===== config.mk =====
export PLATFORM = sky130hd
export DESIGN_NAME = mem_stage
export DESIGN_NICKNAME = d
export VERILOG_FILES = /design/src/rtl/c16_pkg.sv /design/src/rtl/mem_watchdog.sv /design/src/rtl/mem_stage.sv
export SDC_FILE = /design/constraint.sdc
export NUM_CORES = 1
export LEC_CHECK = 0
export ABC_AREA = 1
export CAP_MARGIN = 10
export CORE_AREA = 4 4 81 83
export DETAILED_ROUTE_END_ITERATION = 12
export DIE_AREA = 0 0 85 87
export PLACE_DENSITY = 0.89
export SLEW_MARGIN = 20
export SYNTH_ARGS = -nofsm -noshare
export SYNTH_HDL_FRONTEND = slang
export SYNTH_HIERARCHICAL = 1
export SYNTH_SLANG_ARGS = --single-unit
export TNS_END_PERCENT = 30

===== constraint.sdc =====
create_clock -name clk -period 4.5 [get_ports clk]
set_input_delay 0.675 -clock clk [delete_from_list [all_inputs] [get_ports clk]]
set_output_delay 0.675 -clock clk [all_outputs]
set_load 0.03 [all_outputs]

===== src/rtl/c16_pkg.sv =====
// c16_pkg: shared c16 op codes, register constants and mem_stage state encoding
package c16_pkg;
    localparam logic [3:0] OP_ADD = 4'h0;
    localparam logic [3:0] OP_NOP = 4'h2;
    localparam logic [3:0] OP_LD  = 4'h3;
    localparam logic [3:0] OP_ST  = 4'h4;
    localparam logic [3:0] OP_BRZ = 4'h5;
    localparam logic [3:0] OP_SUB = 4'hf;
    localparam logic [2:0] REG_R7 = 3'd7;
    typedef enum logic {ST_IDLE, ST_WAIT} mem_state_t;
endpackage


===== src/rtl/mem_watchdog.sv =====
// mem_watchdog: counts WAIT cycles without ack and flags the TIMEOUT-th one
module mem_watchdog #(
    parameter int TIMEOUT = 15
) (
    input  logic clk,
    input  logic rst,
    input  logic i_clear,
    input  logic i_enable,
    output logic o_expire
);
    localparam int CW = $clog2(TIMEOUT + 1);
    logic [CW-1:0] r_cnt;
    assign o_expire = i_enable && (r_cnt == CW'(TIMEOUT - 1));
    // count unacknowledged WAIT cycles since the access was issued
    always_ff @(posedge clk or posedge rst) begin
        if (rst) r_cnt <= '0;
        else if (i_clear) r_cnt <= '0;
        else if (i_enable) r_cnt <= r_cnt + 1'b1;
    end
endmodule


===== src/rtl/mem_stage.sv =====
// mem_stage: c16 memory-access stage; optional WAIT timeout under C16_MEM_TIMEOUT_EN
module mem_stage
    import c16_pkg::*;
#(
    parameter int DATA_W  = 16,
    parameter int ADDR_W  = 16,
    parameter int TIMEOUT = 15
) (
    input  logic              clk,
    input  logic              rst,
    input  logic              in_valid,
    input  logic [3:0]        in_op,
    input  logic [2:0]        in_dest,
    input  logic [DATA_W-1:0] in_value,
    input  logic [DATA_W-1:0] in_store_data,
    output logic              stall,
    output logic              mem_req,
    output logic              mem_we,
    output logic [ADDR_W-1:0] mem_addr,
    output logic [DATA_W-1:0] mem_wdata,
    input  logic [DATA_W-1:0] mem_rdata,
    input  logic              mem_ack,
    output logic              wb_enable,
    output logic [2:0]        wb_dest,
    output logic [DATA_W-1:0] wb_value,
    output logic              mem_err
);
    if (TIMEOUT < 1) begin : g_bad_timeout
        $error("mem_stage: TIMEOUT must be at least 1");
    end

    mem_state_t        r_state, w_next;
    logic              r_we, r_wb_en;
    logic [ADDR_W-1:0] r_addr;
    logic [DATA_W-1:0] r_wdata, r_wb_value;
    logic [2:0]        r_dest, r_wb_dest;
    logic              w_wait, w_issue, w_alu, w_expire;

    assign w_wait  = r_state == ST_WAIT;
    assign w_alu   = in_op == OP_ADD || in_op == OP_SUB;
    assign w_issue = !w_wait && in_valid && (in_op == OP_LD || in_op == OP_ST);

    // stall and request follow the state directly so reset drops them at once
    assign stall     = w_wait;
    assign mem_req   = w_wait;
    assign mem_we    = r_we;
    assign mem_addr  = r_addr;
    assign mem_wdata = r_wdata;
    assign wb_enable = r_wb_en;
    assign wb_dest   = r_wb_dest;
    assign wb_value  = r_wb_value;

`ifdef C16_MEM_TIMEOUT_EN
    logic r_err;
    mem_watchdog #(.TIMEOUT(TIMEOUT)) u_watchdog (
        .clk      (clk),
        .rst      (rst),
        .i_clear  (w_issue),
        .i_enable (w_wait && !mem_ack),
        .o_expire (w_expire)
    );
    assign mem_err = r_err;
    // one-cycle abort pulse when the watchdog ends an unacknowledged access
    always_ff @(posedge clk or posedge rst) begin
        if (rst) r_err <= 1'b0;
        else r_err <= w_expire;
    end
`else
    assign w_expire = 1'b0;
    assign mem_err  = 1'b0;
`endif

    // state register
    always_ff @(posedge clk or posedge rst) begin
        if (rst) r_state <= ST_IDLE;
        else r_state <= w_next;
    end

    // IDLE issues LD/ST into WAIT; ack (or watchdog expiry) returns to IDLE
    always_comb begin
        w_next = r_state;
        if (w_issue) w_next = ST_WAIT;
        else if (w_wait && (mem_ack || w_expire)) w_next = ST_IDLE;
    end

    // request capture and single-cycle writeback for ALU results and loads
    always_ff @(posedge clk or posedge rst) begin
        if (rst) begin
            r_we       <= 1'b0;
            r_addr     <= '0;
            r_wdata    <= '0;
            r_dest     <= '0;
            r_wb_en    <= 1'b0;
            r_wb_dest  <= '0;
            r_wb_value <= '0;
        end else begin
            r_wb_en <= 1'b0;
            if (w_issue) begin
                r_we    <= in_op == OP_ST;
                r_addr  <= ADDR_W'(in_value);
                r_wdata <= in_store_data;
                r_dest  <= in_dest;
            end
            if (!w_wait && in_valid && w_alu) begin
                r_wb_en    <= in_dest != REG_R7;
                r_wb_dest  <= in_dest;
                r_wb_value <= in_value;
            end
            if (w_wait && mem_ack && !r_we) begin
                r_wb_en    <= r_dest != REG_R7;
                r_wb_dest  <= r_dest;
                r_wb_value <= mem_rdata;
            end
        end
    end
endmodule


# Yosys cells after proc, flatten, opt, wreduce, memory -nomap -nowiden
# Index checks and enable logic that the tools add are counted.
# Widths: inputs -> output; s select.
[word_totals]
reg_bits = 57
output_inout_bits = 56
wordCells = 33
[op_classes]
muxes = 8
reduce_logical = 12
n_eq_ne = 5
[op_table]
columns = ["operator", "count"]
rows = [
  ["$mux 16", 2],
  ["$mux 3", 2],
  ["$ne 3x3->1 const B", 2],
  ["$logic_and 1x1->1", 5],
  ["$eq 4x2->1 const B", 1],
  ["$eq 4x3->1 const B", 1],
  ["$eq 4x4->1 const B", 1],
  ["$logic_not 4->1", 1],
  ["$mux 1", 4],
  ["$reduce_bool 2->1", 2],
  ["$logic_not 1->1", 2],
  ["$logic_or 1x1->1", 2],
]

# Depth between registers and ports, before layout
# Gate-level depths: netlist of run 1.
[depth]
ltp_word = 5
depth_mapped = 9

# Least setup slack after synthesis of run 1
# Ideal clock, no wire load.
[synth_path]
kind = "in2reg"
from = "in in_op[1]"
to = "reg r_addr[0], in the netlist mem_addr[0]"
required_ps = 4383
setup_slack_ps = 3034
setup_ps = 117
t_arrival_ps = 1349
cell_stages = 8
cell_sequence = "nor2_2 > nand3_1 > nand2_1 > nand2_1 > buf_4 > buf_6 > nand2_1 > nand2_1"
[synth_between]
elab_chain_len = 3
[synth_lines]
columns = ["item", "line", "text"]
rows = [
  ["from (decl)", "mem_stage.sv:12", "input logic [3:0] in_op,"],
  ["$eq 4x2->1 or $eq 4x3->1 (tied branches)", "mem_stage.sv:41", "assign w_issue = !w_wait && in_valid && (in_op == OP_LD || in_op == OP_ST);"],
  ["$logic_or 1x1->1 (*)", "mem_stage.sv:41", ""],
  ["$logic_and 1x1->1 (*)", "mem_stage.sv:41", ""],
  ["to (signal assigned)", "mem_stage.sv:100", "r_addr <= ADDR_W'(in_value);"],
  ["to (decl)", "mem_stage.sv:34", "logic [ADDR_W-1:0] r_addr;"],
]
# Every way passes the cells marked *; elsewhere a longest branch is shown, timed or not.
# A chain may end at the register's enable or synchronous reset.

# Worst setup path after layout of run 1
[layout_path]
from = "reg r_state, in the netlist mem_req"
to = "out mem_req"
[layout_lines]
columns = ["item", "line", "text"]
rows = [
  ["from (decl)", "mem_stage.sv:32", "mem_state_t r_state, w_next;"],
  ["from (signal assigned)", "mem_stage.sv:76", "else r_state <= w_next;"],
  ["to (decl)", "mem_stage.sv:17", "output logic mem_req,"],
]
# No word-level cell between the ends.

==> flow_summary.json, run 1 <==
{
  "synth.area.top_cells": "dfrtp_1, nand2_1, nand3_1, buf_6, inv_1",
  "max_stage_delay_ns": 0.71,
  "synth_nets": 384,
  "cts_buffers": 9,
  "drt-initial-drc-count": 168,
  "num-nets-final": 492,
  "synth_largest_area_cell": "dfrtp_1",
  "crit_path_start_kind": "flop",
  "clk_pin_slew_ns": 0.07,
  "finalHoldViolations": 0,
  "synthMuxAreaShare_pct": 0,
  "clk_latency_ns": 0.32,
  "wl_per_cell_um": 13.1,
  "synth_xor_area_share_pct": 0,
  "core_um2": 5850,
  "drive_above_1_share_pct": 5.48,
  "io_buffers": 113,
  "synth.distinct_cells": 15,
  "fp.dieW_um": 85,
  "die_h_um": 87,
  "rsz0062_at_grt": "no",
  "status": "finished, final reports clean",
  "gr-total-overflow": 0,
  "synth_fa_ha_area_share_pct": 0,
  "worst-path-buf-inv": 1,
  "hold_buffers": 0,
  "clock_skew_ns": 0.00811,
  "dp_hpwl_mm": 4.87,
  "rows": 28,
  "start_util_pct": 43.8,
  "postRouteAntennaNets": 0,
  "required_ns": 3.83,
  "synth_top_family_by_area": "simple AND/OR/NAND/NOR gates",
  "clock-sinks": 57,
  "grt_usage_pct": 18.4,
  "synth_compound_area_share_pct": 1.37,
  "clockBufferDepth": 2,
  "netlist_instances": 325,
  "cts_resized": 0,
  "vdd_drop_max_mv": 0.309,
  "via_per_inst": 4.60,
  "ctsRootBufferMaster": "clkbuf_8",
  "gp_congestion": 0.823,
  "crit_fanout": 5,
  "min-delay-start": "mem_wdata[11]$_DFFE_PP0P_",
  "relSlewSlack_pct": 53.1,
  "antenna_cells": 0,
  "slew_viol_final": 0,
  "h-tree-depth": 3,
  "syn_area_um2": 2560,
  "grt_max_degree": 58,
  "drt_wl_total_mm": 6.71,
  "yosysTopAreaCellShare_pct": 55.6,
  "crit_type": "flop to primary output",
  "multiInputGateArea_um2": 966,
  "power_w": 0.00196,
  "max_freq_ghz": 0.470,
  "yosys.area_share.simple_pct": 36.1,
  "finalCriticalPeriod_ns": 2.13,
  "dieArea_um2": 7400,
  "crit_slowest_cell": "clkdlybuf4s50_1",
  "leakage_nw": 1.96,
  "area_growth_syn_to_layout_pct": 49.9,
  "first_global_vias": 2313,
  "grt_pass1_wl_mm": 10.8,
  "rr_startpoint": "mem_req$_DFFE_PP0P_",
  "setup_violations": 0,
  "ios": 115,
  "endpoint_kind": "primary output",
  "synth_seq_cells": 57,
  "drv_cap": 0,
  "antenna_found_initial": 0,
  "num_vias": 2361,
  "finalCritPeriodShare_pct": 47.3,
  "drc": 0,
  "seq_area_um2": 1430,
  "dr.pass1.iters": 4,
  "synth.avg_cell_area_um2": 7.89,
  "setup.worst_path.start": "mem_req$_DFFE_PP0P_",
  "post_cts_buffers": 0,
  "tns_ns": 0,
  "yosys_warnings": 6,
  "fill_cells": 503,
  "crit_family": "buffers and inverters",
  "worst_pin_slew_ns": 0.703,
  "hold_path.class": "flop to flop",
  "cp_cell_sequence": "clkdlybuf4s50_1",
  "p_per_area_nw_per_um2": 509,
  "ys_seq_area_share_pct": 55.6,
  "cts_tree": "yes",
  "critPathArrivalTime_ns": 1.45
}
==> final timing paths <==
| kind | end | slack [ns] | cells after the start |
|---|---|---|---|
| max reg2reg | wb_dest[0]$_DFFE_PP0P_ | 2.72 | 7 |
| max in group asynchronous | wb_value[12]$_DFFE_PP0P_ | 3.16 | 3 |
| min | mem_wdata[11]$_DFFE_PP0P_ | 0.48 | 2 |
| max | mem_req | 2.37 | 1 |
| min reg2reg | mem_wdata[11]$_DFFE_PP0P_ | 0.48 | 2 |
| min in group asynchronous | mem_wdata[13]$_DFFE_PP0P_ | 0.88 | 3 |
==> power by group <==
group	switching, W	internal, W
registers	0.0000809	0.000656
clock network	0.000187	0.000227
logic	0.000461	0.000345
==> state kept, by name, indices dropped and copies added (netlist names) <==
register	flops
mem_addr	16
mem_we	1
wb_value	16
wb_enable	1
mem_req	1
r_dest	3
wb_dest	3
mem_wdata	16
==> cells in the mapped netlist <==
cell type  number
nand2_1       201
nand3_1        23
and3_1          1
buf_2           7
nand2_2         2
buf_4           4
conb_1          1
buf_6           6
nand4_1         1
nand2_4         1
o21ai_0         7
clkbuf_1        1
dfrtp_1        57
inv_1          10
nor2_2          3
==> tightest hold or removal path, delay by kind of cell, from the launching register on <==
kind / cells / cell delay [ns]
flops: 1 / 0.34
simple gates: 2 / 0.10
==> per-stage QoR <==
| stage | cells | hold slack (ns) | cell area [µm²] | utilization [%] | worst slack, ns |
|---|---|---|---|---|---|
| 4_1_cts | 513 | 0.483 | 3840 | 65.7 | 2.15 |
| 5_1_grt | 513 | 0.507 | 3840 | 65.7 | 2.27 |
| 3_3_place_gp | 497 | 0.461 | 3670 | 62.7 | 1.92 |
| 6_report | 513 | 0.478 | 3840 | 65.7 | 2.37 |
| 2_1_floorplan | 325 | 0.471 | 2560 | - | 2.43 |
| 3_5_place_dp | 497 | 0.467 | 3670 | 62.7 | 1.81 |
==> cell families after synthesis <==
| group | Yosys count |
|---|---|
| simple gates | 232 |
| flops | 57 |
| buf+inv | 28 |
| compound gates | 7 |
| other cells | 1 |
==> final cells by class <==
class,instances,area share [%]
clock inverters,3,0.391
clock buffers,13,4.13
repair buffers,115,29.8
multi-input cells,240,25.1
inverters,10,0.977
well taps,75,2.44
flip-flops and latches,57,37.1
==> layout by cell type, fill, tap and decap left out, types with 3 or more instances in the layout <==
| cell | n |
|---|---|
| clkbuf_8 | 11 |
| clkdlybuf4s50_1 | 113 |
| clkinv_2 | 3 |
| dfrtp_1 | 57 |
| inv_1 | 9 |
| nand2_1 | 200 |
| nand2_2 | 3 |
| nand3_1 | 23 |
| nor2_2 | 3 |
| o21ai_0 | 7 |
==> per-layer routing <==
metal / part of all wire [%] / track usage, %
met4: 2.6 / 8.49
met2: 49 / 30.2
met1: 42 / 23.0
met5: 0 / 0
met3: 6.5 / 4.45
(Power assumes the default switching activity.)
==> run 2: changes to the inputs <==
--- a/config.mk
+++ b/config.mk
@@ -7,10 +7,10 @@
 export LEC_CHECK = 0
 export ABC_AREA = 1
 export CAP_MARGIN = 10
-export CORE_AREA = 4 4 81 83
+export CORE_AREA = 4 4 84 86
 export DETAILED_ROUTE_END_ITERATION = 12
-export DIE_AREA = 0 0 85 87
-export PLACE_DENSITY = 0.89
+export DIE_AREA = 0 0 88 90
+export PLACE_DENSITY = 0.83
 export SLEW_MARGIN = 20
 export SYNTH_ARGS = -nofsm -noshare
 export SYNTH_HDL_FRONTEND = slang
==> constraint.sdc (replaced) <==
create_clock -name clk -period 1.98 [get_ports clk]
set_input_delay 0.297 -clock clk [delete_from_list [all_inputs] [get_ports clk]]
set_output_delay 0.297 -clock clk [all_outputs]
set_load 0.03 [all_outputs]
==> flow_summary.json, run 2 (synthesized netlist as in run 1, its figures left out) <==
{
  "rows": 29,
  "fin_util_pct": 61.8,
  "hold_path.class": "input pin to asynchronous set/reset pin",
  "clock-sinks": 57,
  "antenna_cells": 0,
  "crit_family": "buffers and inverters",
  "clk_pin_slew_ns": 0.06,
  "power_w": 0.00443,
  "core_um2": 6280,
  "drive_above_1_share_pct": 6.11,
  "post_cts_buffers": 0,
  "drv_cap": 0,
  "endpoint_kind": "primary output",
  "clockBufferDepth": 2,
  "num-nets-final": 497,
  "rsz0062_at_grt": "no",
  "dr.pass1.iters": 4,
  "io_buffers": 113,
  "via_per_inst": 4.53,
  "fp.dieW_um": 88,
  "drt-initial-drc-count": 142,
  "cts_resized": 0,
  "gr-total-overflow": 0,
  "area_growth_syn_to_layout_pct": 51.4,
  "ios": 115,
  "drc": 0,
  "leakage_nw": 1.97,
  "crit_slowest_cell": "clkdlybuf4s50_1",
  "postRouteAntennaNets": 0,
  "finalCritPeriodShare_pct": 87.7,
  "antenna_found_initial": 0,
  "dieArea_um2": 7920,
  "clk_latency_ns": 0.32,
  "crit_fanout": 5,
  "cts_tree": "yes",
  "layout_commonest_cell": "nand2_1",
  "crit_path_start_kind": "flop",
  "clock_skew_ns": 0.00575,
  "grt_pass1_wl_mm": 11.2,
  "grt_max_degree": 58,
  "cts_buffers": 9,
  "p_per_area_nw_per_um2": 1140,
  "die_h_um": 90,
  "slew_viol_final": 0,
  "h-tree-depth": 3,
  "tns_ns": 0,
  "hold_buffers": 0,
  "grt_usage_pct": 18.0,
  "crit_type": "flop to primary output",
  "finalCriticalPeriod_ns": 1.74,
  "layout_common_cells": "nand2_1, clkdlybuf4s50_1, dfrtp_1",
  "finalHoldViolations": 0,
  "worst-path-buf-inv": 1,
  "critPathArrivalTime_ns": 1.44,
  "first_global_vias": 2358,
  "setup_violations": 0,
  "status": "finished, final reports clean",
  "wl_per_cell_um": 13.1,
  "start_util_pct": 40.8,
  "required_ns": 1.68,
  "num_vias": 2350,
  "gp_congestion": 0.837,
  "vdd_drop_max_mv": 0.669,
  "cp_cell_sequence": "clkdlybuf4s50_1",
  "drt_wl_total_mm": 6.79,
  "ctsRootBufferMaster": "clkbuf_8",
  "max_freq_ghz": 0.576,
  "max_stage_delay_ns": 0.70,
  "dp_hpwl_mm": 5.11
}
[run 2: cell count changes in the layout (fill, tap and decap cells not counted), sizes merged]
cell / before / now
buf: 2 / 7
clkinvlp: 0 / 1
clkbuf: 13 / 12
clkinv: 3 / 2
[run 2: final timing paths]
kind / cells past startpoint / startpoint / end / slack [ns]
worst max-delay path: 1 / mem_req$_DFFE_PP0P_ / stall / 0.24
worst min-delay path: 3 / rst / mem_wdata[7]$_DFFE_PP0P_ / 0.34
worst max register to register: 5 / mem_req$_DFFE_PP0P_ / wb_value[15]$_DFFE_PP0P_ / 0.55
worst min register to register: 2 / mem_wdata[9]$_DFFE_PP0P_ / mem_wdata[9]$_DFFE_PP0P_ / 0.48
max in group asynchronous: 3 / rst / wb_enable$_DFF_PP0_ / 1.39
min in group clk: 2 / mem_wdata[9]$_DFFE_PP0P_ / mem_wdata[9]$_DFFE_PP0P_ / 0.48
[run 2: layout make-up]
type / instances / area, µm²
inverters: 10 / 37.5
multi-input cells: 240 / 963
clock buffers: 12 / 145
flip-flops and latches: 57 / 1430
fillers: 527 / 2390
well taps: 77 / 96.3
repair buffers: 120 / 1200
clock inverters: 3 / 17.5
[run 2: where the power goes]
part	total, W	leakage, nW	switching (W)	internal (W)
combinational	0.00184	1.17	0.00105	0.000792
clock	0.000906	0.0822	0.000429	0.000477
sequential	0.00168	0.718	0.000187	0.00149
total	0.00443	1.97	0.00167	0.00276
[run 2: routing by layer]
metal	part of all wire, %	vias to the layer above	track usage (%)
met3	7.4	7	5.58
li1	-	1211	-
met2	48	68	28.6
met4	0.97	0	5.75
met5	0	-	0
met1	43	1064	23.1
[run 2: worst register-to-register path: cells and delay by family (launching register included)]
kind          cells  cell delay, ns
simple gates      5            0.94
flops             1            0.42
[run 2: through the flow]
step	setup WS [ns]	instances	hold WS [ns]	area [µm²]
after floorplan	0.283	325	0.405	2560
after global placement	0.203	504	0.461	3720
after detailed placement	0.146	504	0.467	3720
after CTS	0.223	519	0.342	3880
after global routing	0.190	519	0.369	3880
final	0.244	519	0.344	3880
==> run 3: changes to the inputs <==
--- a/config.mk
+++ b/config.mk
@@ -7,10 +7,10 @@
 export LEC_CHECK = 0
 export ABC_AREA = 1
 export CAP_MARGIN = 10
-export CORE_AREA = 4 4 84 86
+export CORE_AREA = 4 4 88 90
 export DETAILED_ROUTE_END_ITERATION = 12
-export DIE_AREA = 0 0 88 90
-export PLACE_DENSITY = 0.83
+export DIE_AREA = 0 0 92 94
+export PLACE_DENSITY = 0.8
 export SLEW_MARGIN = 20
 export SYNTH_ARGS = -nofsm -noshare
 export SYNTH_HDL_FRONTEND = slang
==> constraint.sdc (replaced) <==
create_clock -name clk -period 1.5 [get_ports clk]
set_input_delay 0.225 -clock clk [delete_from_list [all_inputs] [get_ports clk]]
set_output_delay 0.225 -clock clk [all_outputs]
set_load 0.03 [all_outputs]
==> flow_summary.json, run 3 (synthesized netlist as in run 1, its figures left out) <==
{
  "gp_congestion": 0.826,
  "vdd_drop_max_mv": 0.805,
  "drv_cap": 0,
  "drt-initial-drc-count": 138,
  "clk_pin_slew_ns": 0.06,
  "fin_ws_ns": 0.0941,
  "antenna_found_initial": 0,
  "max_stage_delay_ns": 0.43,
  "hold-worst-slack_ns": 0.309,
  "reg2regPathDepth": 6,
  "grt_util_met3_pct": 3.61,
  "drc": 0,
  "setup_violations": 0,
  "drt_wl_total_mm": 7.08,
  "finalCritPeriodShare_pct": 93.7,
  "crit_type": "flop to primary output",
  "crit_slowest_cell": "dlygate4sd2_1",
  "fin_util_pct": 56.7,
  "critPathArrivalTime_ns": 1.18,
  "clock_skew_ns": 0.00644,
  "slew_viol_final": 0,
  "dp_hpwl_mm": 5.25,
  "max_freq_ghz": 0.711,
  "dr.pass1.iters": 4,
  "cts_tree": "yes",
  "hold_path.class": "input pin to asynchronous set/reset pin",
  "finalCriticalPeriod_ns": 1.41,
  "rows": 31,
  "num_vias": 2417,
  "fp.dieW_um": 92,
  "postRouteAntennaNets": 0,
  "via_per_inst": 4.43,
  "post_cts_buffers": 0,
  "multiInputGateArea_um2": 963,
  "grtUsageMet1_pct": 19.9,
  "layout_common_cells": "nand2_1, clkdlybuf4s50_1, dfrtp_1",
  "crit_fanout": 5,
  "seq_area_um2": 1430,
  "grt.busiest_layer": "met2",
  "crit_path_start_kind": "flop",
  "r2r_end": "mem_wdata[12]$_DFFE_PP0P_",
  "drive_above_1_share_pct": 7.17,
  "core_um2": 7060,
  "clockBufferDepth": 2,
  "rrSetupSlack_ns": 0.10,
  "ctsRootBufferMaster": "clkbuf_8",
  "rsz0062_at_grt": "no",
  "dieArea_um2": 8650,
  "clock-sinks": 57,
  "ios": 115,
  "grt_usage_pct": 16.8,
  "grtUsageMet2_pct": 28.9,
  "first_global_vias": 2378,
  "grt_pass1_wl_mm": 11.3,
  "area_growth_syn_to_layout_pct": 56.1,
  "endpoint_kind": "primary output",
  "leakage_nw": 2.18,
  "p_per_area_nw_per_um2": 1530,
  "power_w": 0.00611,
  "clk_latency_ns": 0.33,
  "rr_startpoint": "mem_req$_DFFE_PP0P_",
  "die_h_um": 94,
  "finalHoldViolations": 0,
  "io_buffers": 113,
  "worst-path-buf-inv": 1,
  "grt_max_degree": 58,
  "place_area_um2": 3820,
  "antenna_cells": 0,
  "cp_cell_sequence": "dlygate4sd2_1",
  "h-tree-depth": 3,
  "final_area_um2": 4000,
  "num-nets-final": 500,
  "gr-total-overflow": 0,
  "layout_commonest_cell": "nand2_1",
  "fill_cells": 677,
  "crit_family": "buffers and inverters",
  "required_ns": 1.27,
  "wl_per_cell_um": 13.0,
  "cts_buffers": 9,
  "status": "finished, final reports clean",
  "dp_slack_ns": -0.126,
  "start_util_pct": 36.3
}
[run 3: layout make-up]
cell class / count / share of cell area [%]
Timing Repair Buffer: 123 / 30.1
Multi-Input combinational cell: 240 / 24.1
Tap cell: 99 / 3.09
Clock buffer: 11 / 3.53
Inverter: 10 / 1.03
Sequential cell: 57 / 35.6
Clock inverter: 5 / 2.56
[run 3: tightest hold or removal path, stage by stage]
cell,delay [ns]
clkdlybuf4s50_1,0.44
clkinvlp_4,0.09
buf_12,0.27
[run 3: what timing repair did]
item	in CTS	in global routing
cloned	0	0
setup endpoints to repair	55	1
endpoints found under the hold margin	0	0
gates resized for setup	55	1
hold buffers	0	0
[run 3: worst max-delay path by stage]
| stage | endpoint | cells after the start | start | slack, ns |
|---|---|---|---|---|
| 4_1_cts | mem_req | 1 | mem_req$_DFFE_PP0P_ | 0.08 |
| 5_1_grt | mem_addr[6]$_DFFE_PP0P_ | 6 | mem_req$_DFFE_PP0P_ | 0.05 |
| 3_5_place_dp | mem_wdata[12]$_DFFE_PP0P_ | 8 | in_valid | -0.13 |
| 3_3_place_gp | mem_addr[4]$_DFFE_PP0P_ | 8 | in_valid | -0.08 |
| 6_report | stall | 1 | mem_req$_DFFE_PP0P_ | 0.09 |
| 2_1_floorplan | wb_value[10]$_DFFE_PP0P_ | 7 | mem_req$_DFFE_PP0P_ | 0.17 |
[run 3: routing by layer]
layer	routed length [µm]	up-vias	share of wire [%]
met1	2940	1107	42
met4	176	0	2.5
met3	338	16	4.8
met2	3630	75	51
met5	0	-	0
li1	-	1219	-
[run 3: power breakdown]
part | switching [W] | internal, W | leakage [nW] | total [W]
registers | 0.000234 | 0.00197 | 0.718 | 0.00220
clock network | 0.000614 | 0.00115 | 0.120 | 0.00176
logic | 0.00139 | 0.000764 | 1.35 | 0.00215
total | 0.00224 | 0.00388 | 2.18 | 0.00611
[run 3: per-stage QoR]
step | cells | TNS [ns]
global route | 545 | 0
floorplan | 325 | 0
global placement | 529 | -3.31
finish | 545 | 0
CTS | 545 | 0
detailed placement | 529 | -5.05
